--- config.mk ---
export PLATFORM = sky130hd
export DESIGN_NAME = mem_stage_ctrl
export DESIGN_NICKNAME = d
export VERILOG_FILES = /design/src/rtl/mem_stage_ctrl.sv
export SDC_FILE = /design/constraint.sdc
export NUM_CORES = 1
export LEC_CHECK = 0
export ABC_AREA = 1
export ABC_CLOCK_PERIOD_IN_PS = 1600
export CAP_MARGIN = 30
export CORE_MARGIN = 3
export CORE_UTILIZATION = 40
export CTS_CLUSTER_SIZE = 40
export DETAILED_ROUTE_END_ITERATION = 6
export PLACE_DENSITY = 0.78
export RECOVER_POWER = 50
export SLEW_MARGIN = 20
export SYNTH_ARGS = -nofsm -noshare
export SYNTH_HDL_FRONTEND = slang
export SYNTH_SLANG_ARGS = --single-unit
--- constraint.sdc ---
create_clock -name clk -period 1.6 [get_ports clk]
set_input_delay 0.24 -clock clk [delete_from_list [all_inputs] [get_ports clk]]
set_output_delay 0.24 -clock clk [all_outputs]
set_load 0.005 [all_outputs]
--- src/rtl/mem_stage_ctrl.sv ---
// MEM-stage controller: resolves branches, runs a req/ack data-memory access with timeout,
// stalls the pipeline while the access is in flight and registers the MEM/WB outputs.
module mem_stage_ctrl #(
  parameter int TIMEOUT = 16
) (
  input  logic        clk,
  input  logic        Reset_n,
  input  logic [31:0] ALUResultIn,
  input  logic [31:0] MemDataIn,
  input  logic [31:0] ReadData1In,
  input  logic [31:0] BranchAddResultIn,
  input  logic [4:0]  rdRegIn,
  input  logic        RegWriteIn,
  input  logic        MemWriteIn,
  input  logic        MemReadIn,
  input  logic        MemToRegIn,
  input  logic        ZeroIn,
  input  logic [1:0]  BranchIn,
  output logic        MemReq,
  output logic        MemWe,
  output logic [31:0] MemAddr,
  output logic [31:0] MemWData,
  input  logic        MemAck,
  input  logic [31:0] MemRData,
  output logic        Stall,
  output logic        BranchTakenOut,
  output logic [31:0] BranchTargetOut,
  output logic        MemErrOut,
  output logic [31:0] ALUResultOut,
  output logic [31:0] ReadDataOut,
  output logic [4:0]  rdRegOut,
  output logic        RegWriteOut,
  output logic        MemToRegOut
);

  localparam int CW = $clog2(TIMEOUT + 1);
  localparam logic [CW-1:0] CNT_LAST = CW'(TIMEOUT - 1);

  typedef enum logic [1:0] {
    IDLE,
    ACCESS,
    DONE
  } state_t;

  state_t        state;
  logic [CW-1:0] cnt;
  logic [31:0]   rdata_q;
  logic          timed_out;

  logic mem_op;
  logic acc;
  logic misaligned;
  logic taken;

  // NOTE: every signal assigned in always_comb gets a default first, so no latch can be inferred.
  always_comb begin
    mem_op     = MemReadIn | MemWriteIn;
    acc        = mem_op && (ALUResultIn[1:0] == 2'b00);
    misaligned = mem_op && !acc;

    taken = 1'b0;
    if (Reset_n && state == IDLE) begin
      case (BranchIn)
        2'b01:   taken = ZeroIn;
        2'b10:   taken = ~ZeroIn;
        2'b11:   taken = 1'b1;
        default: taken = 1'b0;
      endcase
    end

    BranchTakenOut  = taken;
    BranchTargetOut = '0;
    if (taken) begin
      BranchTargetOut = (BranchIn == 2'b11) ? ReadData1In : BranchAddResultIn;
    end

    // Gated by reset so the pipeline is released the instant reset is asserted.
    Stall = Reset_n && ((state == IDLE && acc) || state == ACCESS);
  end

  // NOTE: sequential state uses non-blocking assignments only, so every register samples
  // pre-edge values regardless of statement order.
  // NOTE: all registers here are plain flops (no memory arrays), so each one is reset.
  always_ff @(posedge clk or negedge Reset_n) begin
    if (!Reset_n) begin
      state        <= IDLE;
      cnt          <= '0;
      rdata_q      <= '0;
      timed_out    <= 1'b0;
      MemReq       <= 1'b0;
      MemWe        <= 1'b0;
      MemAddr      <= '0;
      MemWData     <= '0;
      MemErrOut    <= 1'b0;
      ALUResultOut <= '0;
      ReadDataOut  <= '0;
      rdRegOut     <= '0;
      RegWriteOut  <= 1'b0;
      MemToRegOut  <= 1'b0;
    end else begin
      case (state)
        IDLE: begin
          if (acc) begin
            MemReq      <= 1'b1;
            MemWe       <= MemWriteIn & ~MemReadIn;
            MemAddr     <= ALUResultIn;
            MemWData    <= MemDataIn;
            cnt         <= '0;
            timed_out   <= 1'b0;
            RegWriteOut <= 1'b0;
            MemToRegOut <= 1'b0;
            state       <= ACCESS;
          end else begin
            ALUResultOut <= ALUResultIn;
            ReadDataOut  <= '0;
            rdRegOut     <= rdRegIn;
            RegWriteOut  <= RegWriteIn & ~misaligned;
            MemToRegOut  <= MemToRegIn;
            if (misaligned) begin
              MemErrOut <= 1'b1;
            end
          end
        end

        ACCESS: begin
          cnt <= cnt + CW'(1);
          // An ack on the expiry cycle is checked first, so it wins over the timeout.
          if (MemAck) begin
            MemReq  <= 1'b0;
            MemWe   <= 1'b0;
            rdata_q <= MemRData;
            state   <= DONE;
          end else if (cnt == CNT_LAST) begin
            MemReq    <= 1'b0;
            MemWe     <= 1'b0;
            rdata_q   <= '0;
            timed_out <= 1'b1;
            MemErrOut <= 1'b1;
            state     <= DONE;
          end
        end

        DONE: begin
          ALUResultOut <= ALUResultIn;
          ReadDataOut  <= rdata_q;
          rdRegOut     <= rdRegIn;
          RegWriteOut  <= RegWriteIn & ~timed_out;
          MemToRegOut  <= MemToRegIn;
          state        <= IDLE;
        end

        default: state <= IDLE;
      endcase
    end
  end

endmodule

* Word-level counts from Yosys, hierarchy flattened
Cells that the tools add are included. Widths: inputs -> output; s select.
Storage, ports and cells: bits in registers 178
Cells by class: add/sub/neg operators 1, equality and inequality tests 12, multiplexer cells 35, bitwise logic cells 8, reduce and logical (&&, ||, !) cells 20
Operators by type and width (count):
- $mux 32 | 6
- $pmux 32 s2 | 2
- $pmux 5 s2 | 2
- $mux 1 | 12
- $pmux 1 s2 | 6
- $mux 5 | 2
- $reduce_and 2->1 | 5
- $ne 2x2->1 const B | 4
- $eq 2x2->1 const B | 3
- $mux 2 | 3
- $reduce_bool 2->1 | 3
- $add 5x1->5 const B | 1
- $eq 5x4->1 const B | 1
- $logic_and 1x1->1 | 5
- $reduce_and 5->1 | 1
- $eq 2x1->1 const B | 2
- $logic_not 2->1 | 2
- $not 1->1 | 4
- $pmux 2 s2 | 1
- $reduce_and 4->1 | 1
- $and 1x1->1 | 3
- $ne 3x2->1 const B | 1
- $pmux 1 s3 | 1
- $reduce_and 3->1 | 1
- other kinds (4) | 4

* Depth between registers and ports, before layout
Gate-level depths: netlist of the first run.
depth after elaboration 8, depth in mapped cells 9, mapped depth without buffers 9

* Worst setup path after synthesis of the first run
OpenSTA, ideal clock, no wires.
path kind register to register, start point reg cnt[0], end point reg rdata_q[10], library setup time 0.121 ns, arrival 1.338 ns, slack 0.141 ns, cell stages (with the launch flop) 9, path buffers 1, clock period less this slack 1.459 ns, path through dfrtp_1 -> ha_1 -> nand2_1 -> nor2_1 -> ha_1 -> inv_1 -> a21oi_4 -> buf_2 -> o21ai_1
Between the ends: word-level cells in the longest chain between the ends 3
RTL lines:
- start, declared | RTL line 46 | logic [CW-1:0] cnt;
- start signal, assigned | RTL line 126 | cnt <= cnt + CW'(1);
- $eq 5x4->1 | RTL line 133 | end else if (cnt == CNT_LAST) begin
- $reduce_bool 2->1 (no line)
- $reduce_and 2->1 (no line)
- end signal, assigned | RTL line 131 | rdata_q <= MemRData;
- end, declared | RTL line 47 | logic [31:0] rdata_q;
Every way passes these cells. A chain may end at the register's enable or synchronous reset.

* Worst setup path after layout of the first run
start point reg state[1], end point out BranchTargetOut[24]
Between the ends: word-level cells in the longest chain between the ends 4
RTL lines:
- start, declared | RTL line 45 | state_t state;
- start signal, assigned | RTL line 86 | state <= IDLE;
- start signal, assigned | RTL line 112 | state <= ACCESS;
- start signal, assigned | RTL line 132 | state <= DONE;
- $logic_not 2->1 | RTL line 62 | if (Reset_n && state == IDLE) begin
- $logic_and 1x1->1 | RTL line 62
- $mux 1 | RTL line 62
- $mux 32 | RTL line 73 | if (taken) begin
- end, declared | RTL line 27 | output logic [31:0] BranchTargetOut,
Every way passes these cells.

==> flow_metrics.py, run 1 <==
metrics = {
    "detailed_routing": {
        "routedWlPerCell_um": 19.3,
        "vias": 7780,
        "wl_mm": 28.8,
        "ant_nets": 0,
        "viasPerCell": 5.21,
        "firstDrtPassIters": 5,
        "drt_iter0_drc": 662,
        "drc": 0,
    },
    "flow_run": {
        "drv_cap": 0,
    },
    "sta": {
        "fmax_mhz": 503,
        "slew_headroom_pct": 19.3,
        "setup_viol": 120,
        "finClkSkew_ps": 5.80,
        "layout_min_cycle_time_ps": 1990,
        "timing.final.crit_share_pct": 124,
        "hold_viol_final": 0,
        "drv_slew": 0,
        "worstMarginPinSlew_ps": 1210,
        "rsz0062_at_grt": "yes",
        "fin_ws_ps": -386,
        "hold_ws_ps": 331,
    },
    "worst_setup_path": {
        "crit_arrival_ps": 1750,
        "worstReg2RegStart": "state[1]",
        "crit_fanout": 8,
        "r2r_end": "ReadDataOut[8]",
        "ff2ff_path_depth": 10,
        "regToRegSetupSlack_ps": -130,
        "cp.required_ps": 1360,
        "crit_path_cell_trace": "nor2_4 -> nand3_4 -> buf_4 -> clkbuf_16 -> a21oi_1 -> dlymetal6s2s_1",
        "cp_num_buf_inv": 3,
        "crit_family": "buffers and inverters",
        "worst-setup-path-type": "reg -> out",
        "cp_slowest_stage_delay_ps": 410,
        "cpMaxStageDelayCell": "dfrtp_1",
        "start_kind": "register",
        "cp-end-kind": "output port",
    },
    "clock_tree": {
        "cts-root-buf": "clkbuf_16",
        "h-tree-depth": 4,
        "clkTransAtPathRegs_ps": 70,
        "clock_sinks": 178,
        "clk_latency_ps": 440,
        "clk_path_buf_depth": 2,
        "cts_buffers": 17,
        "cts_tree": "built",
    },
    "synth": {
        "ys_seq_area_share_pct": 59.1,
        "synth_fp_nets": 1049,
        "synth_area_sq_um": 7540,
        "syn_inst": 872,
        "avgSynthCellArea_sq_um": 8.64,
        "synth_cell_types": 22,
        "ys_ff_latch": 178,
        "yosysWarnings": 0,
    },
    "final_layout": {
        "final_common_cell": "nand2_1",
        "nFillCells": 1340,
        "layout-drive-gt1-share_pct": 15.7,
        "final_cell_mix": "nand2_1, clkdlybuf4s50_1, dfrtp_1",
        "regArea_sq_um": 4450,
        "diodes": 0,
        "final_net_count": 1429,
        "syn_to_final_growth_pct": 72.0,
        "fin_util_pct": 71.2,
        "multi_input_area_sq_um": 2840,
    },
    "worst_hold_path": {
        "min_to": "MemWData[13]",
        "hp-class": "in -> reg",
        "hold_start": "MemDataIn[13]",
        "holdPathStages": 3,
    },
    "power": {
        "p_seq_share_pct": 39.7,
        "p_switching_mw": 4.63,
        "p_sw_share_pct": 30.5,
        "vdd_drop_max_uv": 778,
        "comb_power_share_pct": 31.5,
        "cellLeakagePower_nw": 6.71,
        "clkPwrFrac_pct": 28.9,
        "power_density_nw_per_um2": 1170,
        "internal-power_mw": 10.5,
    },
    "placed_design": {
        "hpwl_mm": 18.4,
        "gp_congestion": 0.802,
        "numPortBuffers": 346,
    },
    "die": {
        "die-area_sq_um": 20500,
        "start_util_pct": 41.4,
        "rows": 49,
        "die_h_um": 143,
        "die_w_um": 143,
        "ios": 347,
        "core-area_sq_um": 18200,
    },
    "grt": {
        "grt_max_degree": 130,
        "grt_pass1_vias": 7512,
        "grt_usage_pct": 25.2,
        "gr-total-overflow": 0,
        "grt_pass1_wl_mm": 40.3,
        "antenna_found_initial": 1,
    },
    "run_status": {
        "outcome": "complete, but fails checks",
        "violations": "setup timing",
    },
}
synthesized netlist by cell type:
| cell type | instances | area (sq um) |
|---|---|---|
| inv_1 | 46 | 173 |
| nor2_2 | 3 | 18.8 |
| nand4_1 | 1 | 6.26 |
| a21oi_4 | 1 | 16.3 |
| inv_2 | 3 | 11.3 |
| buf_2 | 37 | 185 |
| buf_4 | 5 | 37.5 |
| nand3_1 | 174 | 871 |
| ha_1 | 2 | 25.0 |
| o22ai_1 | 1 | 6.26 |
| clkbuf_1 | 20 | 75.1 |
| nand3_2 | 2 | 20.0 |
| nor2_1 | 5 | 18.8 |
| nand2_1 | 288 | 1080 |
| o211ai_1 | 1 | 7.51 |
| xor2_1 | 1 | 8.76 |
| o21ai_1 | 29 | 145 |
| dfrtp_1 | 178 | 4450 |
| o21ai_0 | 40 | 200 |
| buf_1 | 1 | 3.75 |
| or2_2 | 1 | 6.26 |
| a21oi_1 | 33 | 165 |
per-layer routing:
| layer | share of wire, % | GRT usage, % | vias to the layer above |
|---|---|---|---|
| li1 | - | - | 3592 |
| met1 | 36 | 28.8 | 3717 |
| met2 | 52 | 44.2 | 394 |
| met3 | 8.3 | 7.60 | 77 |
| met4 | 3.8 | 10.5 | 0 |
| met5 | 0 | 0 | - |
area by class of cell:
class / count / area share [%]
repair buffers: 424 / 35.2
flip-flops and latches: 178 / 34.4
multi-input cells: 582 / 21.9
clock buffers: 17 / 3.28
well taps: 229 / 2.21
inverters: 49 / 1.54
clock inverters: 15 / 1.50
how the worst max path moves through the flow:
| stage | startpoint | to | depth (start not counted) |
|---|---|---|---|
| after floorplan | cnt[0] | rdata_q[10] | 8 |
| after global placement | BranchIn[0] | BranchTargetOut[17] | 7 |
| after detailed placement | BranchIn[0] | BranchTargetOut[12] | 7 |
| after CTS | state[0] | BranchTargetOut[12] | 5 |
| after global routing | state[1] | BranchTargetOut[24] | 6 |
| final | state[1] | BranchTargetOut[24] | 6 |
stage by stage:
step	TNS (ps)	power [mW]	area (sq um)	setup WS (ps)	cells
6_report	-16190	15.2	13000	-386	1494
4_1_cts	-21770	14.8	12300	-678	1470
3_5_place_dp	-49110	10.2	11500	-615	1428
5_1_grt	-26950	15.9	13000	-460	1494
2_1_floorplan	0	7.50	7540	141	872
3_3_place_gp	-43440	10.1	11500	-520	1428
logic make-up after synthesis:
logic type	after synthesis	share of synthesized area (%)
AND/OR/NAND/NOR	474	26.8
AO/OA/AOI/OAI	105	7.17
buffers and inverters	112	6.44
adder cells (fa/ha/maj)	2	0.332
XOR/XNOR	1	0.116
flip-flops	178	59.1
repair_timing:
item | in CTS | in global routing
endpoints found under the hold margin | 128 | 0
pin swaps | 4 | 8
hold buffers | 1 | 0
setup endpoints to repair | 58 | 189
cloned | 4 | 11
resized for setup | 26 | 197
buffers inserted | 6 | 15
tightest hold or removal path, stage by stage:
cell,delay (ps)
clkdlybuf4s50_1,390
nand2_1,60
nand2_1,40
power by group through the flow:
| stage | Combinational, mW | Sequential, mW | Clock (mW) |
|---|---|---|---|
| finish | 4.77 | 6.02 | 4.38 |
| global route | 5.16 | 6.12 | 4.64 |
| CTS | 4.38 | 6.00 | 4.44 |
| detailed placement | 4.18 | 6.06 | 0 |
| global placement | 4.09 | 6.03 | 0 |
| floorplan | 1.41 | 6.09 | 0 |
sequential cells by signal, indices dropped and copies added, names as in the netlist:
name	cells
MemWData	32
MemToRegOut	1
ReadDataOut	32
timed_out	1
MemAddr	32
MemReq	1
state	2
MemWe	1
MemErrOut	1
ALUResultOut	32
cnt	5
rdata_q	32
RegWriteOut	1
rdRegOut	5
No activity file was read; power rests on OpenSTA's default activity.
==> run 2, diff against run 1 <==
Settings changed: CORE_ASPECT_RATIO set to 1.25, CORE_UTILIZATION 40 to 42, PLACE_DENSITY 0.78 to 0.81, TNS_END_PERCENT set to 10.
==> run 2 against run 1 <==
  * Utilization fell by 1.8 points
  * The flow still finishes with violations (setup timing)
  * Register-to-register slack got worse by 40 ps
  * Die area fell by 4.5%
  * Sequential share of layout area rose by 2.3 points
  * Hold slack improved by 7.0 ps
==> flow_metrics.py, run 2 (synthesis results as in run 1) <==
metrics = {
    "placed_design": {
        "place_area_sq_um": 11400,
        "gp_congestion": 0.938,
        "hpwl_mm": 19.2,
        "numPortBuffers": 346,
    },
    "detailed_routing": {
        "drc": 0,
        "dr_wl_met3_mm": 2.10,
        "wl_mm": 26.9,
        "routedWlPerCell_um": 18.4,
        "wl_met2_mm": 13.9,
        "firstDrtPassIters": 5,
        "wl_met1_mm": 9.83,
        "highest_layer": "met5",
        "ant_nets": 0,
        "viasPerCell": 5.13,
        "drt_iter0_drc": 468,
        "vias": 7523,
    },
    "die": {
        "core-area_sq_um": 17500,
        "ios": 347,
        "die-area_sq_um": 19600,
        "start_util_pct": 43.1,
        "die_h_um": 156,
        "die_w_um": 126,
        "rows": 54,
    },
    "final_layout": {
        "syn_to_final_growth_pct": 61.2,
        "final_cell_mix": "nand2_1, clkdlybuf4s50_1, dfrtp_1",
        "multi_input_area_sq_um": 2770,
        "final_net_count": 1406,
        "regArea_sq_um": 4450,
        "fin_area_sq_um": 12100,
        "nFillCells": 1324,
        "layout-drive-gt1-share_pct": 13.0,
        "final_common_cell": "nand2_1",
        "fin_util_pct": 69.4,
        "diodes": 0,
    },
    "worst_setup_path": {
        "ff2ff_path_depth": 6,
        "cp-end-kind": "output port",
        "r2r_end": "cnt[2]",
        "crit_fanout": 12,
        "endpoint": "BranchTargetOut[11]",
        "crit_path_cell_trace": "nor2_4 -> nand3_4 -> buf_6 -> buf_12 -> a21oi_2 -> buf_2",
        "worstReg2RegStart": "state[0]",
        "crit_family": "flip-flops",
        "crit_cells": 6,
        "cpMaxStageDelayCell": "dfrtp_1",
        "start_kind": "register",
        "regToRegSetupSlack_ps": -170,
        "startpoint": "state[0]",
        "worst-setup-path-type": "reg -> out",
        "cp.required_ps": 1360,
        "cp_slowest_stage_delay_ps": 420,
        "cp_num_buf_inv": 3,
        "crit_arrival_ps": 1640,
    },
    "clock_tree": {
        "clk_latency_ps": 430,
        "cts_tree": "built",
        "clk_path_buf_depth": 2,
        "cts-root-buf": "clkbuf_16",
        "h-tree-depth": 4,
        "clkTransAtPathRegs_ps": 70,
        "clock_sinks": 178,
        "cts_buffers": 17,
    },
    "power": {
        "internal-power_mw": 10.4,
        "p_seq_share_pct": 41.0,
        "vdd_drop_max_uv": 862,
        "cellLeakagePower_nw": 5.76,
        "comb_power_share_pct": 28.2,
        "p_switching_mw": 4.29,
        "power_density_nw_per_um2": 1210,
        "clkPwrFrac_pct": 30.8,
        "power_mw": 14.7,
        "p_sw_share_pct": 29.2,
    },
    "run_status": {
        "violations": "setup timing",
        "outcome": "complete, but fails checks",
    },
    "sta": {
        "slew_headroom_pct": 7.57,
        "drv_slew": 0,
        "layout_min_cycle_time_ps": 1880,
        "hold_viol_final": 0,
        "worstMarginPinSlew_ps": 1390,
        "setup_viol": 121,
        "finalSetupTns_ps": -17290,
        "fin_ws_ps": -276,
        "timing.final.crit_share_pct": 117,
        "fmax_mhz": 533,
        "finClkSkew_ps": 8.66,
        "rsz0062_at_grt": "yes",
    },
    "grt": {
        "grt_pass1_vias": 7663,
        "grt_pass1_wl_mm": 41.7,
        "grt_max_degree": 73,
        "grt_usage_pct": 26.9,
        "antenna_found_initial": 2,
        "gr-total-overflow": 0,
    },
    "flow_run": {
        "drv_cap": 0,
    },
    "worst_hold_path": {
        "hp-class": "in -> reg",
    },
}
## run 2: changes by cell type in the layout (fill, tap and decap cells not counted), moves of 14 or more
| cell | delta |
|---|---|
| buf_2 | +15 |
| clkdlybuf4s25_1 | +29 |
| o21ai_1 | +21 |
| o21ai_2 | -29 |
| buf_12 | -14 |
| dlymetal6s2s_1 | -47 |
## run 2: how the worst min path moves through the flow
| stage | slack, ps | cells past startpoint | from | to |
|---|---|---|---|---|
| 2_1_floorplan | -60 | 0 | Reset_n | ALUResultOut[0] |
| 3_3_place_gp | 450 | 2 | MemAddr[1] | MemAddr[1] |
| 3_5_place_dp | 450 | 2 | MemAddr[1] | MemAddr[1] |
| 4_1_cts | 90 | 2 | Reset_n | ReadDataOut[25] |
| 5_1_grt | 330 | 3 | MemDataIn[21] | MemWData[21] |
| 6_report | 340 | 3 | MemDataIn[11] | MemWData[11] |
## run 2: worst min-delay path, cell delays in order
cell and delay, ps:
clkdlybuf4s50_1 390, nand2_1 60, nand2_1 40
## run 2: cell type report
| class | instances | share of cell area (%) |
|---|---|---|
| flip-flops and latches | 178 | 36.7 |
| repair buffers | 401 | 31.5 |
| multi-input cells | 582 | 22.8 |
| clock buffers | 19 | 3.56 |
| well taps | 224 | 2.31 |
| clock inverters | 13 | 1.65 |
| inverters | 49 | 1.51 |
## run 2: stage by stage
step                      std cells  hold slack [ps]  worst slack, ps
after floorplan                 872            -55.6              141
after global placement         1427              448             -582
after detailed placement       1427              452             -658
after CTS                      1464             91.3             -270
after global routing           1466              331             -365
final                          1466              338             -276
## run 2: timing repair
| item | 4_1_cts | 5_1_grt |
|---|---|---|
| hold endpoints to repair | 0 | 23 |
| resized for setup | 177 | 44 |
| gates cloned | 2 | 0 |
| setup endpoints to repair | 97 | 170 |
| hold buffers | 0 | 1 |
| pin swaps | 2 | 3 |
| setup buffers | 4 | 0 |
## run 2: power by group through the flow
| stage | clock network [mW] | registers (mW) | logic, mW |
|---|---|---|---|
| finish | 4.51 | 6.02 | 4.13 |
| global placement | 0 | 6.03 | 4.04 |
| floorplan | 0 | 6.09 | 1.41 |
| detailed placement | 0 | 6.08 | 4.14 |
| global route | 4.76 | 6.13 | 4.54 |
| CTS | 4.56 | 6.02 | 4.21 |
## run 2: layer usage
| metal | track usage, % | vias up |
|---|---|---|
| li1 | - | 3538 |
| met1 | 31.4 | 3572 |
| met2 | 46.4 | 338 |
| met3 | 7.53 | 71 |
| met4 | 12.0 | 4 |
| met5 | 0 | - |
